## config.mk

```make
export PLATFORM = sky130hd
export DESIGN_NAME = sequenciador_ula
export DESIGN_NICKNAME = d
export VERILOG_FILES = /design/src/rtl/sequenciador_ula.sv
export SDC_FILE = /design/constraint.sdc
export NUM_CORES = 1
export LEC_CHECK = 0
export CAP_MARGIN = 20
export CORE_AREA = 2 2 151 153
export CTS_CLUSTER_DIAMETER = 30
export DETAILED_ROUTE_END_ITERATION = 10
export DIE_AREA = 0 0 153 155
export HOLD_SLACK_MARGIN = 0.06
export PLACE_DENSITY = 0.76
export SLEW_MARGIN = 5
export SYNTH_ARGS = -nofsm -noshare
export SYNTH_HDL_FRONTEND = slang
export SYNTH_SLANG_ARGS = --single-unit
```

## constraint.sdc

```tcl
create_clock -name clock -period 3.25 [get_ports clock]
set_input_delay 0.4875 -clock clock [delete_from_list [all_inputs] [get_ports clock]]
set_output_delay 0.4875 -clock clock [all_outputs]
set_load 0.05 [all_outputs]
```

## src/rtl/sequenciador_ula.sv

```systemverilog
// sequenciador_ula: multi-cycle sequencer that drives the 16-bit ALU.
// Define SEQ_ULA_FLAGS_EN to build the Z/C/N/O flag logic.
module sequenciador_ula #(
    parameter int bits_palavra  = 16,
    parameter int bits_controle = 5
) (
    input  logic                     clock,
    input  logic                     reset,
    input  logic [15:0]              instrucao,
    input  logic                     instr_valida,
    output logic                     instr_pronta,
    input  logic                     carga_valida,
    input  logic [2:0]               carga_end,
    input  logic [bits_palavra-1:0]  carga_dado,
    input  logic [2:0]               end_leitura,
    output logic [bits_palavra-1:0]  dado_leitura,
    output logic [bits_controle-1:0] controle,
    output logic [bits_palavra-1:0]  operandoA,
    output logic [bits_palavra-1:0]  operandoB,
    input  logic [bits_palavra-1:0]  resultadoOp,
    output logic [3:0]               flags,
    output logic                     erro
);

    localparam int msb = bits_palavra - 1;
    localparam logic [bits_controle-1:0] ctrl_reset =
        {1'b1, {(bits_controle-1){1'b0}}};

    typedef enum logic [1:0] {
        OCIOSO,
        LEITURA,
        EXECUCAO,
        ESCRITA
    } estado_t;

    estado_t                  estado;
    logic [bits_controle-1:0] codigo;
    logic [2:0]               rd;
    logic [2:0]               ra;
    logic [2:0]               rb;
    logic [bits_palavra-1:0]  banco [8];
    logic [bits_palavra-1:0]  resultado;
    logic [1:0]               campo_unused;
    logic                     legal;

    assign campo_unused = instrucao[1:0];
    assign instr_pronta = (estado == OCIOSO);
    assign dado_leitura = banco[end_leitura];

    always_comb begin
        legal = 1'b0;
        case (codigo)
            5'b00000, 5'b00001, 5'b00011,
            5'b00100, 5'b00101, 5'b00110,
            5'b01000, 5'b01001: legal = 1'b1;
            default:            legal = codigo[bits_controle-1];
        endcase
    end

`ifdef SEQ_ULA_FLAGS_EN
    logic [bits_palavra-1:0] b_ef;
    logic [bits_palavra-1:0] soma_unused;
    logic                    cin;
    logic                    carry;
    logic                    ovf;
    logic [3:0]              flags_calc;
    logic [3:0]              flags_prox;

    // Carry is rebuilt here; the ALU only returns the 16-bit result.
    always_comb begin
        b_ef        = operandoB;
        cin         = 1'b0;
        carry       = 1'b0;
        ovf         = 1'b0;
        soma_unused = '0;
        case (controle)
            5'b00000, 5'b00001, 5'b00011: begin
                if (controle == 5'b00011) b_ef = '0;
                cin = (controle != 5'b00000);
                {carry, soma_unused} = {1'b0, operandoA} + {1'b0, b_ef}
                                     + {{bits_palavra{1'b0}}, cin};
                ovf = (operandoA[msb] == b_ef[msb])
                   && (resultadoOp[msb] != operandoA[msb]);
            end
            5'b00100, 5'b00101, 5'b00110: begin
                if (controle == 5'b00110)
                    b_ef = {{(bits_palavra-1){1'b0}}, 1'b1};
                cin = (controle != 5'b00100);
                {carry, soma_unused} = {1'b0, operandoA} + {1'b0, ~b_ef}
                                     + {{bits_palavra{1'b0}}, cin};
                ovf = (operandoA[msb] != b_ef[msb])
                   && (resultadoOp[msb] != operandoA[msb]);
            end
            5'b01000: carry = operandoA[msb];
            5'b01001: carry = operandoA[0];
            default:  carry = 1'b0;
        endcase
        flags_calc = {resultadoOp == '0, carry, resultadoOp[msb], ovf};
    end
`endif

    always_ff @(posedge clock) begin
        if (reset) begin
            estado    <= OCIOSO;
            codigo    <= '0;
            rd        <= '0;
            ra        <= '0;
            rb        <= '0;
            resultado <= '0;
            operandoA <= '0;
            operandoB <= '0;
            controle  <= ctrl_reset;
            erro      <= 1'b0;
            for (int i = 0; i < 8; i++) banco[i] <= '0;
`ifdef SEQ_ULA_FLAGS_EN
            flags      <= '0;
            flags_prox <= '0;
`endif
        end else begin
            erro <= 1'b0;
            if (carga_valida) banco[carga_end] <= carga_dado;
            unique case (estado)
                OCIOSO: begin
                    if (instr_valida) begin
                        codigo <= instrucao[15:11];
                        rd     <= instrucao[10:8];
                        ra     <= instrucao[7:5];
                        rb     <= instrucao[4:2];
                        estado <= LEITURA;
                    end
                end
                LEITURA: begin
                    operandoA <= banco[ra];
                    operandoB <= banco[rb];
                    controle  <= codigo;
                    estado    <= EXECUCAO;
                end
                EXECUCAO: begin
                    resultado <= resultadoOp;
                    erro      <= ~legal;
`ifdef SEQ_ULA_FLAGS_EN
                    flags_prox <= flags_calc;
`endif
                    estado    <= ESCRITA;
                end
                ESCRITA: begin
                    // Placed after the carga write so write-back wins.
                    if (legal) begin
                        banco[rd] <= resultado;
`ifdef SEQ_ULA_FLAGS_EN
                        flags <= flags_prox;
`endif
                    end
                    estado <= OCIOSO;
                end
            endcase
        end
    end

`ifndef SEQ_ULA_FLAGS_EN
    assign flags = 4'b0000;
`endif

endmodule

```

# == Yosys cells after proc, flatten, opt, wreduce, memory -nomap -nowiden ==
# Memory sizes are Yosys's and may differ from the RTL's. A register that Yosys moved wholly into a read port is not among the register bits.
# Cells that the tools add are included.
# word_totals
register_bits,38
ram_bits,128
input_bits,58
out_inout_bits,59
word_cells,47
mem_count,1
# mem_list
name,words,width,read_ports,rd_clocked_by_memory_dff,write_ports,line,text
banco,8,16,3,2,8,41,logic [bits_palavra-1:0] banco [8];
# classes
n_eq_ne,11
mux,18
n_bitwise,2
n_reduce_logical,7
# ops
op,n
2-to-1 mux 16 bit,2
OR reduction 16 bit,2
equality test 5 x 3 -> 1 bit (second input constant),3
2-to-1 mux 1 bit,12
equality test 5 x 4 -> 1 bit (second input constant),2
case mux 2 bit (4 select lines),1
OR reduction 8 bit,1
2-to-1 mux 3 bit,2
equality test 5 x 1 -> 1 bit (second input constant),1
equality test 5 x 2 -> 1 bit (second input constant),1
zero test 5 bit,1
equality test 2 bit (second input constant),2
equality test 2 x 1 -> 1 bit (second input constant),1
zero test 2 bit,1
2-to-1 mux 2 bit,1
!= test 2 bit (second input constant),1
inverter 1 bit,2
AND reduction 2 bit,1
OR reduction 2 bit,1

# == Depth between registers and ports, before layout ==
# Gate-level depths: netlist of the first run.
# logic_depth
depth_word,9
depth_mapped,7
mapped_depth_nobuf,5

# == Worst setup path before layout of the first run ==
# Ideal clock, no wire load.
# synth_path
kind,input -> register
from,in reset
to,mem banco[3][0] (enable)
setup_ns,0.375
arrival_time_ns,2.037
t_required_ns,2.875
path_slack_ns,0.838
path_stages,6
n_path_buf,2
path_cell_list,inv_1 -> o311ai_4 -> or4_1 -> buf_6 -> buf_12 -> nand3_1
# synth_lines
element,line,text
from (decl),8,"input logic reset,"
to (decl),41,

# == Final worst setup path of the first run ==
# layout_path
from,in end_leitura[1]
to,out dado_leitura[14]
# layout_via
elab_chain_cells,1
# layout_lines
element,line,text
from (decl),15,"input logic [2:0] end_leitura,"
memory read (8 x 16 bit),--,
to (decl),16,"output logic [bits_palavra-1:0] dado_leitura,"
# Every way passes these cells.

==> results of run 1 <==
==> per-stage QoR <==
stage                     hold slack (ps)  total power [mW]  worst slack, ps  utilization, %  area, µm²
after floorplan                       461              5.63              838               -      12000
after global placement                472              6.63              537            59.9      13300
after detailed placement              479              6.71              498            59.9      13300
after CTS                             489              8.76              655            62.4      13900
after global routing                  504              9.12              606            62.4      13900
final                                 485              8.79              643            62.4      13900
==> routing by layer <==
metal  track usage, %  share of wire (%)
met4             13.7                4.1
met5                0                  0
met2             46.7                 45
met3             8.27                 11
met1             41.0                 40
==> critical path, stage by stage <==
cell and delay, ps:
clkdlybuf4s50_1 500, buf_12 250, mux4_2 330, mux2_2 330
buf_4 210
==> power by group through the flow <==
stage | clock, mW | combinational (mW) | sequential [mW]
2_1_floorplan | 0 | 1.71 | 3.92
3_3_place_gp | 0 | 3.20 | 3.43
3_5_place_dp | 0 | 3.26 | 3.46
4_1_cts | 2.09 | 3.26 | 3.40
5_1_grt | 2.20 | 3.46 | 3.47
6_report | 2.08 | 3.29 | 3.42
==> flip-flops by register name (all words and copies together) (netlist names) <==
name and cells:
banco 128, operandoA 16, operandoB 16, resultado 16, codigo 5, controle 5, ra 3, rb 3
rd 3, estado 2, erro 1
==> logic make-up after synthesis <==
group | share of synthesized area (%)
AND/OR/NAND/NOR | 10.6
buffers and inverters | 4.03
multiplexers | 33.8
adder cells (fa/ha/maj) | 0.417
AO/OA/AOI/OAI | 7.28
flip-flops | 43.7
other | 0.0313
XOR/XNOR | 0.0731
==> final cells by class <==
cell class,instances,area [µm²]
clock inverters,13,114
flip-flops and latches,198,5250
clock buffers,19,454
well taps,285,357
fillers,1716,8360
multi-input cells,737,6280
repair buffers,146,1400
inverters,5,18.8
==> cell usage after synthesis, drive strengths merged <==
| library cell | number |
|---|---|
| and3b | 1 |
| nand2 | 57 |
| mux2i | 89 |
| nand4b | 1 |
| mux2 | 205 |
| ha | 4 |
| buf | 34 |
| nor2 | 175 |
| clkbuf | 52 |
| o21a | 1 |
| nand4 | 2 |
| nand2b | 8 |
| a211oi | 33 |
| or2 | 1 |
| nand3 | 8 |
| dfxtp | 70 |
| or3b | 4 |
| o22ai | 29 |
| a221o | 29 |
| mux4 | 32 |
| o211ai | 3 |
| a21oi | 15 |
| nor3 | 11 |
| a22oi | 3 |
| or4 | 4 |
| conb | 1 |
| and2 | 1 |
| inv | 5 |
| nor4b | 2 |
| xnor2 | 1 |
| nor4 | 4 |
| or3 | 2 |
| edfxtp | 128 |
| nor2b | 7 |
| o311ai | 1 |
==> worst max path at each step <==
| stage | startpoint | to | slack (ps) | depth (start not counted) |
|---|---|---|---|---|
| 2_1_floorplan | reset | banco[3][0] | 840 | 6 |
| 3_3_place_gp | carga_end[2] | banco[6][2] | 540 | 5 |
| 3_5_place_dp | carga_end[1] | banco[0][12] | 500 | 4 |
| 4_1_cts | end_leitura[1] | dado_leitura[6] | 660 | 5 |
| 5_1_grt | end_leitura[1] | dado_leitura[14] | 610 | 5 |
| 6_report | end_leitura[1] | dado_leitura[14] | 640 | 5 |
==> results.md, run 1 <==
* Outcome: complete, no violations
* DR DRC count at 0
* Fin. Hold Viols at 0
* Hold Crit Endpoint: operandoB[5]
* Clock share of power at 23.7%
* Cell count after synthesis at 1023
* Min-delay worst type: reg -> reg
* Routed WL per cell at 26.0 µm
* Inserted Clock Buffers at 17
* FF+latch count, synth at 198
* Routability-driven placement congestion ratio at 0.859
* Dpl hpwl at 23100 µm
* Layout cells sized above 1 at 30.2%
* Core area at 0.0222 mm²
* Hold Startpoint: operandoB[5]
* Slew Viols, Final at 0
* Drt first pass iters at 5
* Final setup fails at 0
* CTS sink count at 198
* Setup TNS at 0 ps
* Commonest non-fill, non-tap cell in the layout: nor2_1
* Cts hold-fix bufs at 0
* Total gr overflow at 0
* Data required, critical path at 2760 ps
* Sequential group share of total power at 38.9%
* Ports at 117
* Final antenna-violating net count at 0
* FMAX at 384 MHz
* Postcts setup bufs at 0
* Synthesis Warnings at 0
* Die area at 0.0237 mm²
* Arrival @ worst endpoint at 2120 ps
* CP max FO at 32
* Worst slew margin at 23.3%
* H-Tree Depth at 4
* Netlist Area Pre-Place at 0.0120 mm²
* RSZ-0062 raised after global routing: no
* CP endpoint kind: primary output
* CTS-repair resized insts at 0
* NetSw at 3.44 mW
* Antenna violations before repair at 0
* Syn Area/Cell at 11.7 µm²
* Port-buffer cells at 110
* Share of the synthesized area in the top cell type at 32.1%
* DP Cell Count at 1371
* CTS max path bufs at 2
* Rows at 55
* Pwr/cell area at 633 mW/mm²
* Initial cell density of the core at 53.9%
* Int Pwr at 5.34 mW
* First-pass GRT wire length at 54200 µm
* Vias per cell at 6.49
* Max-cap violations at 0
* Final Critical Period at 2610 ps
* Worst skew pair latency at 450 ps
* Vias in the first global route at 8959
* Clock Skews at 13.9 ps
* FF-to-FF path depth at 6
* CTS root buffer: clkbuf_16
* Min-Delay Path Depth at 2
* Die Ht at 155 µm
* Ant diodes at 0
* DR iter-0 viols at 1019
* Worst-Margin Slew at 1150 ps
* Crit Path Class: in -> out
* FF-to-FF Start: codigo[2]
* Startpoint Class: input pin
* DR vias at 9104
* Comb power frac at 37.4%
* Die X at 153 µm
* Area contributors post-synth: edfxtp_1, mux2_2, dfxtp_1, mux2i_1, mux4_2
* Sw frac at 39.2%
* Yosys cell types at 43
* CTS tree: yes
* Worst ir drop on vdd at 353 µV
* Layout area overhead at 15.7%
* Flop2flop setup slack at 740 ps
* Non-filler instance count after layout at 1403
* Post-synthesis sequential area ratio at 43.7%
* Yosys top cell by area: edfxtp_1
* Gr usage total at 30.6%
* Reg clk slew, reported paths at 70 ps
* Net count, final at 1167
* Cell leakage power at 5.05 nW
* Final period util at 80.2%
* Routed WL at 36400 µm
* Largest net degree at the start of global routing at 75
* Worst flop-to-flop path endpoint: banco[6][5]
* Most frequent cells in the layout: nor2_1, mux2_2, edfxtp_1
(Power assumes the default switching activity.)
==> inputs of run 2 (changes only) <==
==> constraint.sdc (replaced) <==
create_clock -name clock -period 2.56 [get_ports clock]
set_input_delay 0.384 -clock clock [delete_from_list [all_inputs] [get_ports clock]]
set_output_delay 0.384 -clock clock [all_outputs]
set_load 0.05 [all_outputs]
==> run 2 against run 1 <==
Net effect: clock skew about the same; sequential power increased by 26%; global-route usage decreased by 0.56 points; first-iteration DRC count decreased by 2.7%; register-to-register slack got worse by 570 ps; cell count increased by 1.3%; final area increased by 2.2%; routed wire length decreased by 1.7%; clock power increased by 30%; sequential share of layout area decreased by 0.83 points; utilization increased by 1.4 points; largest cell class unchanged.
==> results.md, run 2 (same netlist as run 1, synthesis figures left out) <==
* Outcome: complete, no violations
* DR iter-0 viols at 991
* Fin. Hold Viols at 0
* FMAX at 415 MHz
* Pwr/cell area at 798 mW/mm²
* Final Critical Period at 2410 ps
* Routed WL at 35800 µm
* Die X at 153 µm
* Final Worst Setup Slack at 151 ps
* DR vias at 9175
* H-Tree Depth at 4
* CP max FO at 32
* Startpoint Class: input pin
* CTS-repair resized insts at 0
* Arrival @ worst endpoint at 2030 ps
* Core area at 0.0222 mm²
* Net count, final at 1185
* Routed WL per cell at 25.2 µm
* Commonest non-fill, non-tap cell in the layout: nor2_1
* Inserted Clock Buffers at 17
* Final antenna-violating net count at 0
* Layout cells sized above 1 at 31.2%
* Slew Viols, Final at 0
* Final Core Density at 63.8%
* Die Ht at 155 µm
* Most frequent cells in the layout: nor2_1, mux2_2, edfxtp_1
* CP endpoint kind: primary output
* Place WS at 176 ps
* Max reg flops at 128
* Clock Skews at 13.7 ps
* Min-delay worst type: reg -> reg
* Ant diodes at 0
* Drt first pass iters at 5
* Largest register by flop count: banco
* Setup TNS at 0 ps
* Dpl hpwl at 22600 µm
* Final period util at 94.1%
* Reg clk slew, reported paths at 70 ps
* Worst skew pair latency at 450 ps
* Layout area overhead at 18.3%
* Die area at 0.0237 mm²
* Design area at 0.0142 mm²
* FF-to-FF path depth at 6
* Worst-Margin Slew at 814 ps
* Cts hold-fix bufs at 0
* Crit Path Class: in -> out
* Final setup fails at 0
* DR DRC count at 0
* Antenna violations before repair at 0
* CTS max path bufs at 2
* Dpl cell area at 0.0136 mm²
* Min-Delay Path Depth at 2
* Total gr overflow at 0
* CTS tree: yes
* Rows at 55
* CTS root buffer: clkbuf_16
* Routability-driven placement congestion ratio at 0.886
* RSZ-0062 raised after global routing: no
* Cell leakage power at 5.20 nW
* First-pass GRT wire length at 53300 µm
* Largest net degree at the start of global routing at 75
* Postcts setup bufs at 0
* Initial cell density of the core at 53.9%
* Port-buffer cells at 110
* Max-cap violations at 0
* CTS sink count at 198
* Vias in the first global route at 8873
* Worst slew margin at 45.7%
* Data required, critical path at 2180 ps
* Vias per cell at 6.46
* Gr usage total at 30.0%
* Worst ir drop on vdd at 428 µV
* Ports at 117
[run 2: metrics by stage]
step | hold WS (ps) | std cells | power [mW]
final | 485 | 1421 | 11.3
after global routing | 502 | 1421 | 11.7
after floorplan | 461 | 1026 | 7.15
after detailed placement | 478 | 1389 | 8.60
after CTS | 479 | 1421 | 11.3
after global placement | 473 | 1389 | 8.50
[run 2: worst paths after layout]
path                  start          endpoint  slack [ps]
max reg2reg       codigo[2]      banco[4][11]         170
min            operandoB[3]      operandoB[3]         480
min reg2reg    operandoB[3]      operandoB[3]         480
max          end_leitura[1]  dado_leitura[14]         150
[run 2: area by class of cell]
cell class              instances  area (µm²)
clock buffers                  17         425
inverters                       5        18.8
well taps                     285         357
multi-input cells             737        6280
fillers                      1683        8040
flip-flops and latches        198        5250
repair buffers                164        1690
clock inverters                15         164
[run 2: metal layers]
layer | routed length, µm | track usage (%) | share of wire, %
met1 | 14300 | 40.8 | 40
met2 | 15900 | 46.2 | 44
met3 | 4370 | 7.55 | 12
met4 | 1240 | 12.3 | 3.5
met5 | 0 | 0 | 0
[run 2: worst max-delay path, cell delays in order]
cell             delay [ps]
clkdlybuf4s50_1         510
buf_12                  250
mux4_2                  340
mux2_2                  330
buf_4                   210
[run 2: where the power goes]
part           switching, mW  internal, mW  total [mW]
registers              0.445          3.86        4.31
clock network           1.32          1.39        2.71
logic                   2.64          1.66        4.30
